--- src/rtl/pipe_scoreboard.sv ---
`default_nettype none
// ---------------------------------------------------------------------------
// pipe_scoreboard : in-flight write tracker driving load-use stalls, operand
//                   forward selects, halt/drain status and a stall counter.
// Revision        : 1.0
// ---------------------------------------------------------------------------
module pipe_scoreboard #(
  parameter int DEPTH    = 3,
  parameter int REG_W    = 3,
  parameter int LOAD_RDY = 1,
  parameter bit ZERO_REG = 1'b0,
  parameter int CNT_W    = 16,
  localparam int FSEL_W  = $clog2(DEPTH + 1)
) (
  input  logic              clk,
  input  logic              rst,
  input  logic              iss_valid,
  input  logic              iss_we,
  input  logic              iss_load,
  input  logic [REG_W-1:0]  iss_rd,
  input  logic [REG_W-1:0]  iss_rs,
  input  logic [REG_W-1:0]  iss_rt,
  input  logic              iss_use_rs,
  input  logic              iss_use_rt,
  input  logic              iss_halt,
  input  logic              flush,
  output logic              stall,
  output logic [FSEL_W-1:0] fwd_a,
  output logic [FSEL_W-1:0] fwd_b,
  output logic              halted,
  output logic              drained,
  output logic [CNT_W-1:0]  stall_cnt,
  output logic              err
);

  logic [DEPTH-1:0] r_v;
  logic [DEPTH-1:0] r_ld;
  logic [REG_W-1:0] r_rd [DEPTH];
  logic             r_halted;
  logic             r_drained;
  logic             r_err;
  logic [CNT_W-1:0] r_cnt;

  logic              w_use_a;
  logic              w_use_b;
  logic              w_haz_a;
  logic              w_haz_b;
  logic [FSEL_W-1:0] w_fwd_a;
  logic [FSEL_W-1:0] w_fwd_b;
  logic              w_stall_req;
  logic              w_stall;
  logic              w_issue;

  assign w_use_a = iss_valid && iss_use_rs && !(ZERO_REG && (iss_rs == '0));
  assign w_use_b = iss_valid && iss_use_rt && !(ZERO_REG && (iss_rt == '0));

  // Scan oldest to youngest so the youngest match is the one left standing.
  always_comb begin
    w_fwd_a = '0;
    w_fwd_b = '0;
    w_haz_a = 1'b0;
    w_haz_b = 1'b0;
    for (int k = DEPTH - 1; k >= 0; k--) begin
      if (w_use_a && r_v[k] && (r_rd[k] == iss_rs)) begin
        w_fwd_a = FSEL_W'(k + 1);
        w_haz_a = r_ld[k] && (k < LOAD_RDY);
      end
      if (w_use_b && r_v[k] && (r_rd[k] == iss_rt)) begin
        w_fwd_b = FSEL_W'(k + 1);
        w_haz_b = r_ld[k] && (k < LOAD_RDY);
      end
    end
  end

  // The unmasked request is kept separately so a flush colliding with it can be flagged.
  assign w_stall_req = (w_haz_a || w_haz_b) && !r_halted;
  assign w_stall     = w_stall_req && !flush;
  assign w_issue     = iss_valid && iss_we && !w_stall && !flush && !r_halted;

  always_ff @(posedge clk or posedge rst) begin
    if (rst) begin
      r_v  <= '0;
      r_ld <= '0;
      for (int k = 0; k < DEPTH; k++) begin
        r_rd[k] <= '0;
      end
    end else begin
      r_v     <= {r_v[DEPTH-2:0], w_issue};
      r_ld    <= {r_ld[DEPTH-2:0], iss_load};
      r_rd[0] <= iss_rd;
      for (int k = 1; k < DEPTH; k++) begin
        r_rd[k] <= r_rd[k-1];
      end
    end
  end

  always_ff @(posedge clk or posedge rst) begin
    if (rst) begin
      r_halted  <= 1'b0;
      r_drained <= 1'b0;
      r_err     <= 1'b0;
      r_cnt     <= '0;
    end else begin
      r_halted  <= r_halted || (iss_valid && iss_halt && !w_stall && !flush);
      r_drained <= r_halted && (r_v == '0);
      r_err     <= r_err || (iss_valid && r_halted) || (flush && w_stall_req);
      if (w_stall && (r_cnt != '1)) begin
        r_cnt <= r_cnt + CNT_W'(1);
      end
    end
  end

  assign stall     = w_stall;
  assign fwd_a     = w_fwd_a;
  assign fwd_b     = w_fwd_b;
  assign halted    = r_halted;
  assign drained   = r_drained;
  assign stall_cnt = r_cnt;
  assign err       = r_err;

endmodule
`default_nettype wire

--- config.mk ---
export PLATFORM = sky130hd
export DESIGN_NAME = pipe_scoreboard
export DESIGN_NICKNAME = d
export VERILOG_FILES = /design/src/rtl/pipe_scoreboard.sv
export SDC_FILE = /design/constraint.sdc
export NUM_CORES = 1
export LEC_CHECK = 0
export ABC_AREA = 1
export CAP_MARGIN = 20
export CORE_MARGIN = 2
export CORE_UTILIZATION = 50
export CTS_BUF_LIST = sky130_fd_sc_hd__clkbuf_4 sky130_fd_sc_hd__clkbuf_8 sky130_fd_sc_hd__clkbuf_16
export DETAILED_ROUTE_END_ITERATION = 6
export HOLD_SLACK_MARGIN = 0.15
export PLACE_DENSITY_LB_ADDON = 0.15
export SLEW_MARGIN = 5
export SYNTH_ARGS = -nofsm -noshare
export SYNTH_HDL_FRONTEND = slang
export SYNTH_SLANG_ARGS = --single-unit
export TNS_END_PERCENT = 1
--- constraint.sdc ---
create_clock -name clk -period 1.7 [get_ports clk]
set_input_delay 0.34 -clock clk [delete_from_list [all_inputs] [get_ports clk]]
set_output_delay 0.34 -clock clk [all_outputs]
set_load 0.005 [all_outputs]
==> flow_summary.yaml <==
outcome:
  status: "finished, violations left"
  violations: "setup timing"
sta:
  drv_slew: 0
  skew_ns: 0.00614
  fin_tns_setup_ns: -0.443
  rsz0062_at_grt: "yes"
  period_needed_ns: 1.81
  max_freq_mhz: 552
  hold_viol: 0
  final-setup-viol-count: 5
  hold_slack_ns: 0.430
  setup_ws_ns: -0.110
  relSlewSlack_pct: 73.2
  worstMarginPinSlew_ns: 0.402
  fin_crit_sh_pct: 106
cts:
  cts_tree: "yes"
  hold_buffers: 0
  clkTransAtPathRegs_ns: 0.07
  clkLatencyLatePin_ns: 0.28
  htreeDepth: 2
  numCtsBuffers: 5
  cts_buffer_depth: 2
  cts_sinks: 32
  cts_root_buffer: "clkbuf_8"
synth:
  synth_fa_ha_area_share_pct: 0.661
  yosys.area_share.xor_xnor_pct: 10.2
  synth-compound-area-share_pct: 2.11
  synth_nets: 252
  ys_ff_latch: 32
  synth_edf_count: 0
  ys_types: 28
  ys_seq_area_share_pct: 42.3
  synthFlopType: "dfrtp_1"
  ys_async_sr_fraction_pct: 100
  synth_mux_area_share_pct: 0
  synth-simple-area-share_pct: 38.2
  yosysMostFrequentCell: "nand2_1"
  synth_area_leader_cell: "dfrtp_1"
  avgSynthCellArea_um2: 8.13
  synth.cell_area_mm2: 0.00189
  syn-instance-count: 233
  yosysTopAreaCellShare_pct: 42.3
  synthTopCellsByArea: "dfrtp_1, nand2_1, nand3_1, xor2_1, xnor2_1"
  yosys_warnings: 0
  synth_top_family_by_area: "simple AND/OR/NAND/NOR gates"
  synthTopCellsByCount: "nand2_1, dfrtp_1, nand3_1"
critical_path:
  start_kind: "register"
  critPathArrivalTime_ns: 1.47
  path_class: "register to primary output"
  path_max_fanout: 3
  critPathRequiredTime_ns: 1.36
  worstSetupEndpointType: "primary output"
  critPathMaxStageDelay_ns: 0.42
  cp_slowest_cell: "dfrtp_1"
  path_cells: "xor2_2 -> nor3_2 -> nand3_1 -> nand3_1 -> nand2_1 -> clkbuf_2"
  crit_top_cell: "nand3_1"
die:
  start_util_pct: 51.7
  core_mm2: 0.00366
  die_w_um: 65.6
  io-pin-count: 42
  dieHeight_um: 65.6
  rows: 22
  die-area_mm2: 0.00430
routing:
  ant_nets: 0
  wl_per_cell_um: 12.1
  first_iter_violations: 56
  vias: 1732
  drc: 0
  first_pass_iters: 4
  viasPerCell: 4.92
  wirelength_um: 4260
finish:
  nNetsFinal: 322
  area_growth_pct: 39.0
  fin_area_mm2: 0.00263
  layout-drive-gt1-share_pct: 24.0
  diodes: 0
power_and_ir_drop:
  powerDensity_mw_per_mm2: 634
  total_power_mw: 1.67
  irDropWorstVdd_v: 0.000490
  leakage_nw: 1.32
place:
  io_buffers: 41
  place.gp.congestion: 0.870
  place_area_mm2: 0.00249
  dpl.hpwl_um: 3030
global_route:
  grt_antenna_before_repair: 0
  grt_use_total_pct: 21.9
  overflow: 0
  grt_pass1_vias: 1651
  grt_pass1_wl_um: 7080
  grt_max_degree: 33
min_path:
  min_path_type: "register to register"
run:
  maxCapViolations: 0
==> sequential cells by signal, summed over array words and instances, names as in the netlist <==
register / cells
drained: 1
err: 1
halted: 1
r_ld: 1
r_rd: 9
r_v: 3
stall_cnt: 16
==> metal layers <==
layer	up-vias	track usage [%]	share of wire, %	routed length [um]
met1	813	24.4	41	1740
met4	0	8.33	1.5	63
met3	6	4.97	4.2	178
li1	881	-	-	-
met5	-	0	0	0
met2	32	40.3	53	2280
==> final cells by class <==
type	count	area (um^2)
tap	48	60.1
sequential	32	801
clock buffer	6	76.3
timing repair buffer	66	568
inverter	24	91.3
clock inverter	2	35.0
multi-input combinational	174	1000
fill	295	1030
==> final timing paths <==
check                              from      endpoint  slack [ns]  depth (start not counted)
max in group asynchronous           rst  stall_cnt[9]        0.96                          3
worst min-delay path            r_rd[6]       r_rd[3]        0.43                          0
worst max register to register  r_rd[7]  stall_cnt[3]        0.10                         11
worst min register to register  r_rd[6]       r_rd[3]        0.43                          0
min in group asynchronous           rst       r_rd[7]        0.44                          3
worst max-delay path            r_rd[3]      fwd_a[0]       -0.11                          6
==> worst max-delay path: cells and delay by family (launching register included) <==
| family | cells | cell delay (ns) |
|---|---|---|
| buf+inv | 1 | 0.11 |
| xor+xnor | 1 | 0.17 |
| flops | 1 | 0.42 |
| simple gates | 4 | 0.48 |
==> logic make-up after synthesis <==
kind of cell / after synthesis
AOI/OAI and AO/OA: 7
xor gates and xnor gates: 22
DFF: 32
buffers and inverters: 27
adders and majority gates: 1
and+or+nand+nor: 144
==> what timing repair did <==
| action | 4_1_cts | 5_1_grt |
|---|---|---|
| setup endpoints to repair | 21 | 21 |
| gates resized for setup | 34 | 7 |
| pin swaps | 11 | 11 |
| buffers inserted | 3 | 1 |
==> power breakdown <==
group / leakage, nW / total, mW / internal (mW) / switching [mW]
Sequential: 0.408 / 0.787 / 0.773 / 0.0134
Clock: 0.0586 / 0.730 / 0.451 / 0.279
Combinational: 0.852 / 0.152 / 0.0735 / 0.0781
==> through the flow <==
step / setup WS (ns) / util (%) / cells
after floorplan: 0.189 / - / 233
after global placement: -0.713 / 67.9 / 340
after detailed placement: -0.746 / 67.9 / 340
after CTS: -0.128 / 71.7 / 351
after global routing: -0.212 / 71.9 / 352
final: -0.110 / 71.9 / 352
==> layout by cell type (no fill, tap or decap) <==
cell type | Yosys | layout
nand2_1 | 71 | 69
dfrtp_1 | 32 | 32
nand3_1 | 28 | 28
clkdlybuf4s50_1 | 0 | 27
buf_4 | 2 | 25
inv_1 | 18 | 16
nor2_1 | 14 | 12
xor2_1 | 12 | 11
xnor2_1 | 10 | 10
dlygate4sd2_1 | 0 | 9
inv_2 | 5 | 7
nand2_2 | 6 | 7
nand4_1 | 5 | 5
clkbuf_8 | 0 | 5
nor2_2 | 3 | 4
nor2_4 | 2 | 3
nand2_4 | 2 | 3
nand3_2 | 3 | 3
nor3_1 | 4 | 3
o21ai_0 | 3 | 3
buf_2 | 0 | 3
clkinv_2 | 0 | 2
nor3_2 | 1 | 2
a21oi_1 | 2 | 2
a21boi_1 | 0 | 2
nand3_4 | 1 | 1
nor2_8 | 1 | 1
nand4_4 | 1 | 1
or2_2 | 1 | 1
xor2_2 | 0 | 1
nor4_1 | 1 | 1
ha_1 | 1 | 1
bufinv_16 | 0 | 1
clkbuf_4 | 0 | 1
clkbuf_2 | 0 | 1
buf_6 | 0 | 1
No activity file was read; power rests on OpenSTA's default activity.
